--- config.mk ---
export PLATFORM = sky130hd
export DESIGN_NAME = i2s_tx_serializer
export DESIGN_NICKNAME = d
export VERILOG_FILES = /design/src/rtl/i2s_tx_serializer.sv
export SDC_FILE = /design/constraint.sdc
export NUM_CORES = 1
export LEC_CHECK = 0
export ABC_AREA = 1
export CAP_MARGIN = 10
export CORE_UTILIZATION = 45
export CTS_CLUSTER_DIAMETER = 60
export DETAILED_ROUTE_END_ITERATION = 10
export GPL_TIMING_DRIVEN = 0
export PLACE_DENSITY = 0.77
export SLEW_MARGIN = 10
export SYNTH_ARGS = -nofsm -noshare
export SYNTH_HDL_FRONTEND = slang
export SYNTH_SLANG_ARGS = --single-unit
--- constraint.sdc ---
create_clock -name mclk -period 1.9 [get_ports mclk]
set_clock_uncertainty 0.05 [all_clocks]
set_input_delay 0.38 -clock mclk [delete_from_list [all_inputs] [get_ports mclk]]
set_output_delay 0.38 -clock mclk [all_outputs]
set_load 0.02 [all_outputs]
--- src/rtl/i2s_tx_serializer.sv ---
// I2S transmit serializer: one-deep stereo holding register, MSB-first shift-out with the
// standard one-bit delay, timed from an externally divided sclk/lrclk sampled in the mclk domain.
module i2s_tx_serializer #(
    parameter int DATA_W    = 24,
    parameter int SLOT_BITS = 32
) (
    input  logic              mclk,
    input  logic              rst,
    input  logic              sclk,
    input  logic              lrclk,
    input  logic [DATA_W-1:0] in_left,
    input  logic [DATA_W-1:0] in_right,
    input  logic              in_valid,
    output logic              in_ready,
    output logic              sdout,
    output logic              underrun,
    output logic              busy
);
    localparam int CNT_W = $clog2(DATA_W + 1);

    if (DATA_W > SLOT_BITS - 1) begin : g_cfg_check
        $error("DATA_W must not exceed SLOT_BITS-1");
    end

    // IDLE: waiting for first frame | DELAY: delay bit out, word not yet started
    // SHIFT: data bits going out    | PAD: zero fill until next slot start
    typedef enum logic [1:0] {IDLE, DELAY, SHIFT, PAD} state_t;

    state_t            state_q, state_d;
    logic              sclk_q;
    logic              lr_fe_q;
    logic              fe, ss, frame_start, accept;
    logic              hold_full_q, hold_full_d;
    logic [DATA_W-1:0] hold_l_q, hold_r_q;
    logic [DATA_W-1:0] act_l_q, act_l_d, act_r_q, act_r_d;
    logic [DATA_W-1:0] shreg_q, shreg_d, word;
    logic [CNT_W-1:0]  cnt_q, cnt_d;
    logic              sdout_q, sdout_d;
    logic              underrun_q, underrun_d;

    // lrclk moves together with the sclk fall, so the raw level is the new slot's value
    assign fe          = sclk_q & ~sclk;
    assign ss          = fe & (lrclk != lr_fe_q);
    assign frame_start = ss & ~lrclk;
    assign accept      = in_valid & ~hold_full_q;

    always_ff @(posedge mclk) begin
        sclk_q <= sclk;
    end

    always_ff @(posedge mclk) begin
        if (rst) begin
            state_q     <= IDLE;
            lr_fe_q     <= 1'b0;
            hold_full_q <= 1'b0;
            hold_l_q    <= '0;
            hold_r_q    <= '0;
            act_l_q     <= '0;
            act_r_q     <= '0;
            shreg_q     <= '0;
            cnt_q       <= '0;
            sdout_q     <= 1'b0;
            underrun_q  <= 1'b0;
        end else begin
            state_q     <= state_d;
            hold_full_q <= hold_full_d;
            act_l_q     <= act_l_d;
            act_r_q     <= act_r_d;
            shreg_q     <= shreg_d;
            cnt_q       <= cnt_d;
            sdout_q     <= sdout_d;
            underrun_q  <= underrun_d;
            if (fe) begin
                lr_fe_q <= lrclk;
            end
            if (accept) begin
                hold_l_q <= in_left;
                hold_r_q <= in_right;
            end
        end
    end

    always_comb begin
        state_d     = state_q;
        shreg_d     = shreg_q;
        cnt_d       = cnt_q;
        sdout_d     = sdout_q;
        act_l_d     = act_l_q;
        act_r_d     = act_r_q;
        hold_full_d = hold_full_q;
        underrun_d  = 1'b0;
        word        = lrclk ? act_r_q : act_l_q;

        if (frame_start) begin
            if (hold_full_q) begin
                act_l_d     = hold_l_q;
                act_r_d     = hold_r_q;
                hold_full_d = 1'b0;
            end else begin
                act_l_d    = '0;
                act_r_d    = '0;
                underrun_d = 1'b1;
            end
        end
        if (accept) begin
            hold_full_d = 1'b1;
        end

        if (fe) begin
            sdout_d = 1'b0;
            // the slot-start edge itself carries the delay bit; MSB follows on the next fall
            if (frame_start || (ss && state_q != IDLE)) begin
                state_d = DELAY;
                cnt_d   = '0;
            end else begin
                case (state_q)
                    DELAY: begin
                        sdout_d = word[DATA_W-1];
                        shreg_d = word << 1;
                        cnt_d   = CNT_W'(1);
                        state_d = (DATA_W == 1) ? PAD : SHIFT;
                    end
                    SHIFT: begin
                        sdout_d = shreg_q[DATA_W-1];
                        shreg_d = shreg_q << 1;
                        cnt_d   = cnt_q + 1'b1;
                        if (cnt_q == CNT_W'(DATA_W - 1)) begin
                            state_d = PAD;
                        end
                    end
                    default: begin
                        state_d = state_q;
                    end
                endcase
            end
        end
    end

    assign in_ready = ~hold_full_q;
    assign sdout    = sdout_q;
    assign underrun = underrun_q;
    assign busy     = (state_q != IDLE);

endmodule

* Word-level counts from Yosys, hierarchy flattened
Index checks and enable logic that the tools add are counted.
Operators by class: shift-type cells 0, equal/unequal tests 5, div/mod/pow operators 0, bitwise logic cells 9, mux-type cells 14, reduce and logical (&&, ||, !) cells 10, add/subtract/negate cells 1, multiply operators 0, magnitude comparators 0
Operators by type and width (count):
- 24-bit two-way mux | 3
- 24-bit case mux with 2 select lines | 1
- 5-bit case mux with 2 select lines | 1
- 3-bit AND reduction | 2
- 2-bit nonzero test | 3
- 5-bit by 1-bit adder with 5-bit output (second input constant) | 1
- 5-bit equality test (second input constant) | 1
- 5-bit two-way mux | 1
- 1-bit NOT | 5
- 1-bit bitwise AND | 4
- 1-bit two-way mux | 4
- 2-bit two-way mux | 2
- 2-bit case mux with 2 select lines | 1
- 3-bit inequality test (second input constant) | 1
- 3-bit nonzero test | 1
- 2-bit by 1-bit equality test with 1-bit output (second input constant) | 1
- 2-bit equality test (second input constant) | 1
- 1-bit case mux with 2 select lines | 1
- 2-bit AND reduction | 1
- 2-bit OR reduction | 1
- 1-bit logical AND | 1
- 1-bit logical OR | 1
- 1-bit inequality test | 1
Storage, ports and cells: memory bits (writable) 0, flip-flop bits (word level) 132, word-level logic and storage cells 51, bits in latches 0, memories kept 0, output and inout port bits 4, bits in read-only memories 0

* Depth between registers and ports, before layout
depth after elaboration 7, mapped depth 9, depth with buffers taken out 8

* Worst setup path before layout
No wires, ideal clock.
kind register -> register, start register state_q[0], end register shreg_q[14], arrival time 1.301 ns, path buffers 1, library setup time 0.113 ns, stages on the path, launching flop included 10, slack 0.435 ns, period minus slack after synthesis 1.465 ns, data required time 1.737 ns, cell sequence dfxtp_1 inv_1 ha_1 o21ai_1 nand2_4 nand2_4 inv_2 buf_2 nor2_1 nor2_1
Between the ends: longest elaborated chain between the ends 5, elaborated cells on any way between the ends 9, classes of those cells 2 x eq/ne; 1 x mux; 1 x bitwise; 5 x reduce/logical
Ends and longest elaborated chain:
- start, declared | RTL line 29 | state_t state_q, state_d;
- start signal, assigned | RTL line 65 | state_q <= state_d;
- 2-bit nonzero test | RTL line 112 | if (frame_start || (ss && state_q != IDLE)) begin
- 1-bit logical AND | RTL line 112
- 1-bit logical OR | RTL line 112
- 1-bit NOT (no line)
- 3-bit AND reduction (no line)
- end signal, assigned | RTL line 69 | shreg_q <= shreg_d;
- end, declared | RTL line 36 | logic [DATA_W-1:0] shreg_q, shreg_d, word;
Several ways; a longest one is shown, not always the timed one. The select of a mux whose other input is x is not followed. A chain may end at the register's enable or synchronous reset.

* Final worst setup path
start register sdout_q (netlist: sdout), end output sdout
RTL lines:
- start, declared | RTL line 38 | logic sdout_q, sdout_d;
- start signal, assigned | RTL line 71 | sdout_q <= sdout_d;
- end, declared | RTL line 15 | output logic sdout,
No word-level cell between the ends.

==> metrics.csv <==
metric;value;unit
yosysWarnings;0;
dieHeight;112.3;µm
p_total;6884;µW
rsz0062_at_grt;no;
wl;12920;µm
arrival;1.37;ns
drive_gt1_share;12.87;%
via_per_inst;5.129;
core;0.01166;mm²
htree_levels;4;
setup-violations-final;0;
crit_chain;clkdlybuf4s50_1;
finalCritPeriodShare;94.99;%
fin_nets;852;
syn_area_per_cell;7.610;µm²
hpwl;9160;µm
final_antenna_net_count;0;
leakagePower;0.002611;µW
io_buffers;56;
cp_num_buf_inv;1;
slew_headroom;47.08;%
antenna_found_initial;0;
ff_latch_area;0.002623;mm²
crit_path_end_kind;output pin;
violations;DRC;
worst-setup-path-type;reg -> out;
cp_top_family;buffers and inverters;
synthesis.nets;777;
p_per_area;1008;mW/mm²
num_antenna_cells;0;
vias;4878;
hold_class;reg -> reg;
critical_path.startpoint;sdout$_SDFFE_PP0P_;
maxSlewViolCount;0;
ir_worst_vdd;575.7;µV
numCtsBuffers;17;
multiInputGateArea;0.002416;mm²
cp-start-kind;flop;
cts_resized;2;
cts_tree;yes;
synthesis.area;0.005479;mm²
clk-insertion-delay-late;0.42;ns
grt_pass1_vias;4475;
clock_sinks;131;
cts_hold_buf;0;
synth_top_cell_by_area;dfxtp_1;
fp.dieW;112.3;µm
crit_fanout;2;
crit_required;1.47;ns
grt_pass1_wl;21730;µm
reg2reg_from;state_q[0]$_SDFFE_PP0P_;
drv_cap;0;
synth_cell_types;26;
firstDrtPassIters;10;
place_congestion;0.8224;
hold_violations;0;
status;finished, violations left;
cts_root_buffer;clkbuf_16;
synth.top_cells.by_area;dfxtp_1, nor2_1, nand2_1;
track_usage;22.00;%
clock_path_buffers;2;
ys_ff_latch;131;
overflow;0;
layout_min_cycle_time;1.805;ns
fmax;0.5541;GHz
ys_seq_area_share;47.86;%
netlist_instances;720;
area_delta_synth_final;24.69;%
dieArea;0.01262;mm²
critPathSlowestCell;clkdlybuf4s50_1;
initial_utilization;46.98;%
min-delay-start;shreg_q[22]$_SDFFE_PP0P_;
ios;57;
max_stage_delay;0.61;ns
fill_cells;1061;
grt_max_degree;17;
drcViolationCount;2;
wl_per_cell;13.59;µm
drtIter0Drc;338;
clk_pin_slew_worst_paths;0.06;ns
worst_slew_pin_slew;0.7938;ns
placementRows;39;
finalSetupTns;0;ns
postCtsSetupRepairBufs;0;
synth_top_area_share;47.86;%
-- power by group --
group	switching (µW)	leakage (µW)	internal [µW]
Sequential	63.6	0.00107	2860
Combinational	331	0.00124	241
Clock	1220	0.000303	2170
-- stage by stage --
stage | setup WS, ns | cells | util [%] | hold slack (ns) | area (µm²)
after detailed placement | -0.2453 | 919 | 53.32 | 0.4039 | 6218
after floorplan | 0.4354 | 720 | - | 0.3577 | 5479
after global routing | 0.02632 | 951 | 58.58 | 0.4368 | 6832
after CTS | 0.01660 | 951 | 58.60 | 0.4129 | 6834
final | 0.09514 | 951 | 58.58 | 0.4148 | 6832
after global placement | -0.2327 | 919 | 53.32 | 0.3980 | 6218
-- cell usage in the layout (no fill, tap or decap), types with 4 or more instances in the layout --
cell,synthesis,layout
nor2_1,166,166
nand2_1,85,85
a211oi_2,23,23
a31oi_1,20,20
nand3_1,35,35
inv_2,8,8
buf_6,4,4
clkdlybuf4s50_1,0,54
o21ai_1,36,36
clkinv_2,0,4
clkbuf_1,25,24
o21ai_0,44,44
buf_2,19,19
buf_4,6,6
inv_1,34,34
nand4_1,5,5
clkbuf_16,0,17
a21oi_1,62,62
ha_1,4,4
dfxtp_1,131,131
-- final timing paths --
check / end / slack (ns) / cells past startpoint
worst max-delay path: sdout / 0.1 / 1
worst min-delay path: shreg_q[22]$_SDFFE_PP0P_ / 0.41 / 2
worst min register to register: shreg_q[22]$_SDFFE_PP0P_ / 0.41 / 2
worst max register to register: shreg_q[17]$_SDFFE_PP0P_ / 0.16 / 8
-- sequential cells by signal (all words and copies together) (netlist names) --
signal / flops
sdout: 1
underrun: 1
lr_fe_q: 1
sclk_q: 1
act_l_q: 24
hold_full_q: 1
state_q: 2
hold_l_q: 24
act_r_q: 24
hold_r_q: 24
cnt_q: 5
shreg_q: 23
-- kinds of logic (layout without fill, tap and decap cells) --
logic type / count (synthesis) / in the layout / synth area share, %
AND/OR/NAND/NOR: 302 / 302 / 22.54
AO/OA/AOI/OAI: 186 / 186 / 20.64
flip-flops: 131 / 131 / 47.86
buffers and inverters: 97 / 185 / 8.038
adder cells (fa/ha/maj): 4 / 4 / 0.9135
-- cell type report --
cell class                      instances  share of cell area, %
Sequential cell                       131                  38.39
Inverter                               42                  2.308
Timing Repair Buffer                   56                  8.114
Clock inverter                         12                  2.216
Clock buffer                           20                  6.832
Tap cell                              143                  2.619
Buffer                                 55                  4.158
Multi-Input combinational cell        492                  35.37
-- layer usage --
metal	routed length [µm]	up-vias	GRT usage, %
li1	-	2525	-
met1	6314	2184	30.32
met2	5647	149	33.91
met3	747	20	3.996
met4	213	0	9.422
met5	0	-	0
-- synth_stat cells --
cell type / count
or2_2: 1
nand4_1: 5
inv_2: 8
a211oi_1: 1
ha_1: 4
dfxtp_1: 131
nand3_2: 1
inv_1: 34
nor2_1: 166
buf_2: 19
o21ai_1: 36
nor2_2: 2
nand2_1: 85
nand2_4: 2
nor3_1: 1
a21oi_1: 62
buf_1: 1
buf_4: 6
o21ai_0: 44
buf_6: 4
clkbuf_1: 25
nor2_4: 1
a211oi_2: 23
nand2_2: 3
nand3_1: 35
a31oi_1: 20
Power figures use the tool's default switching activity.
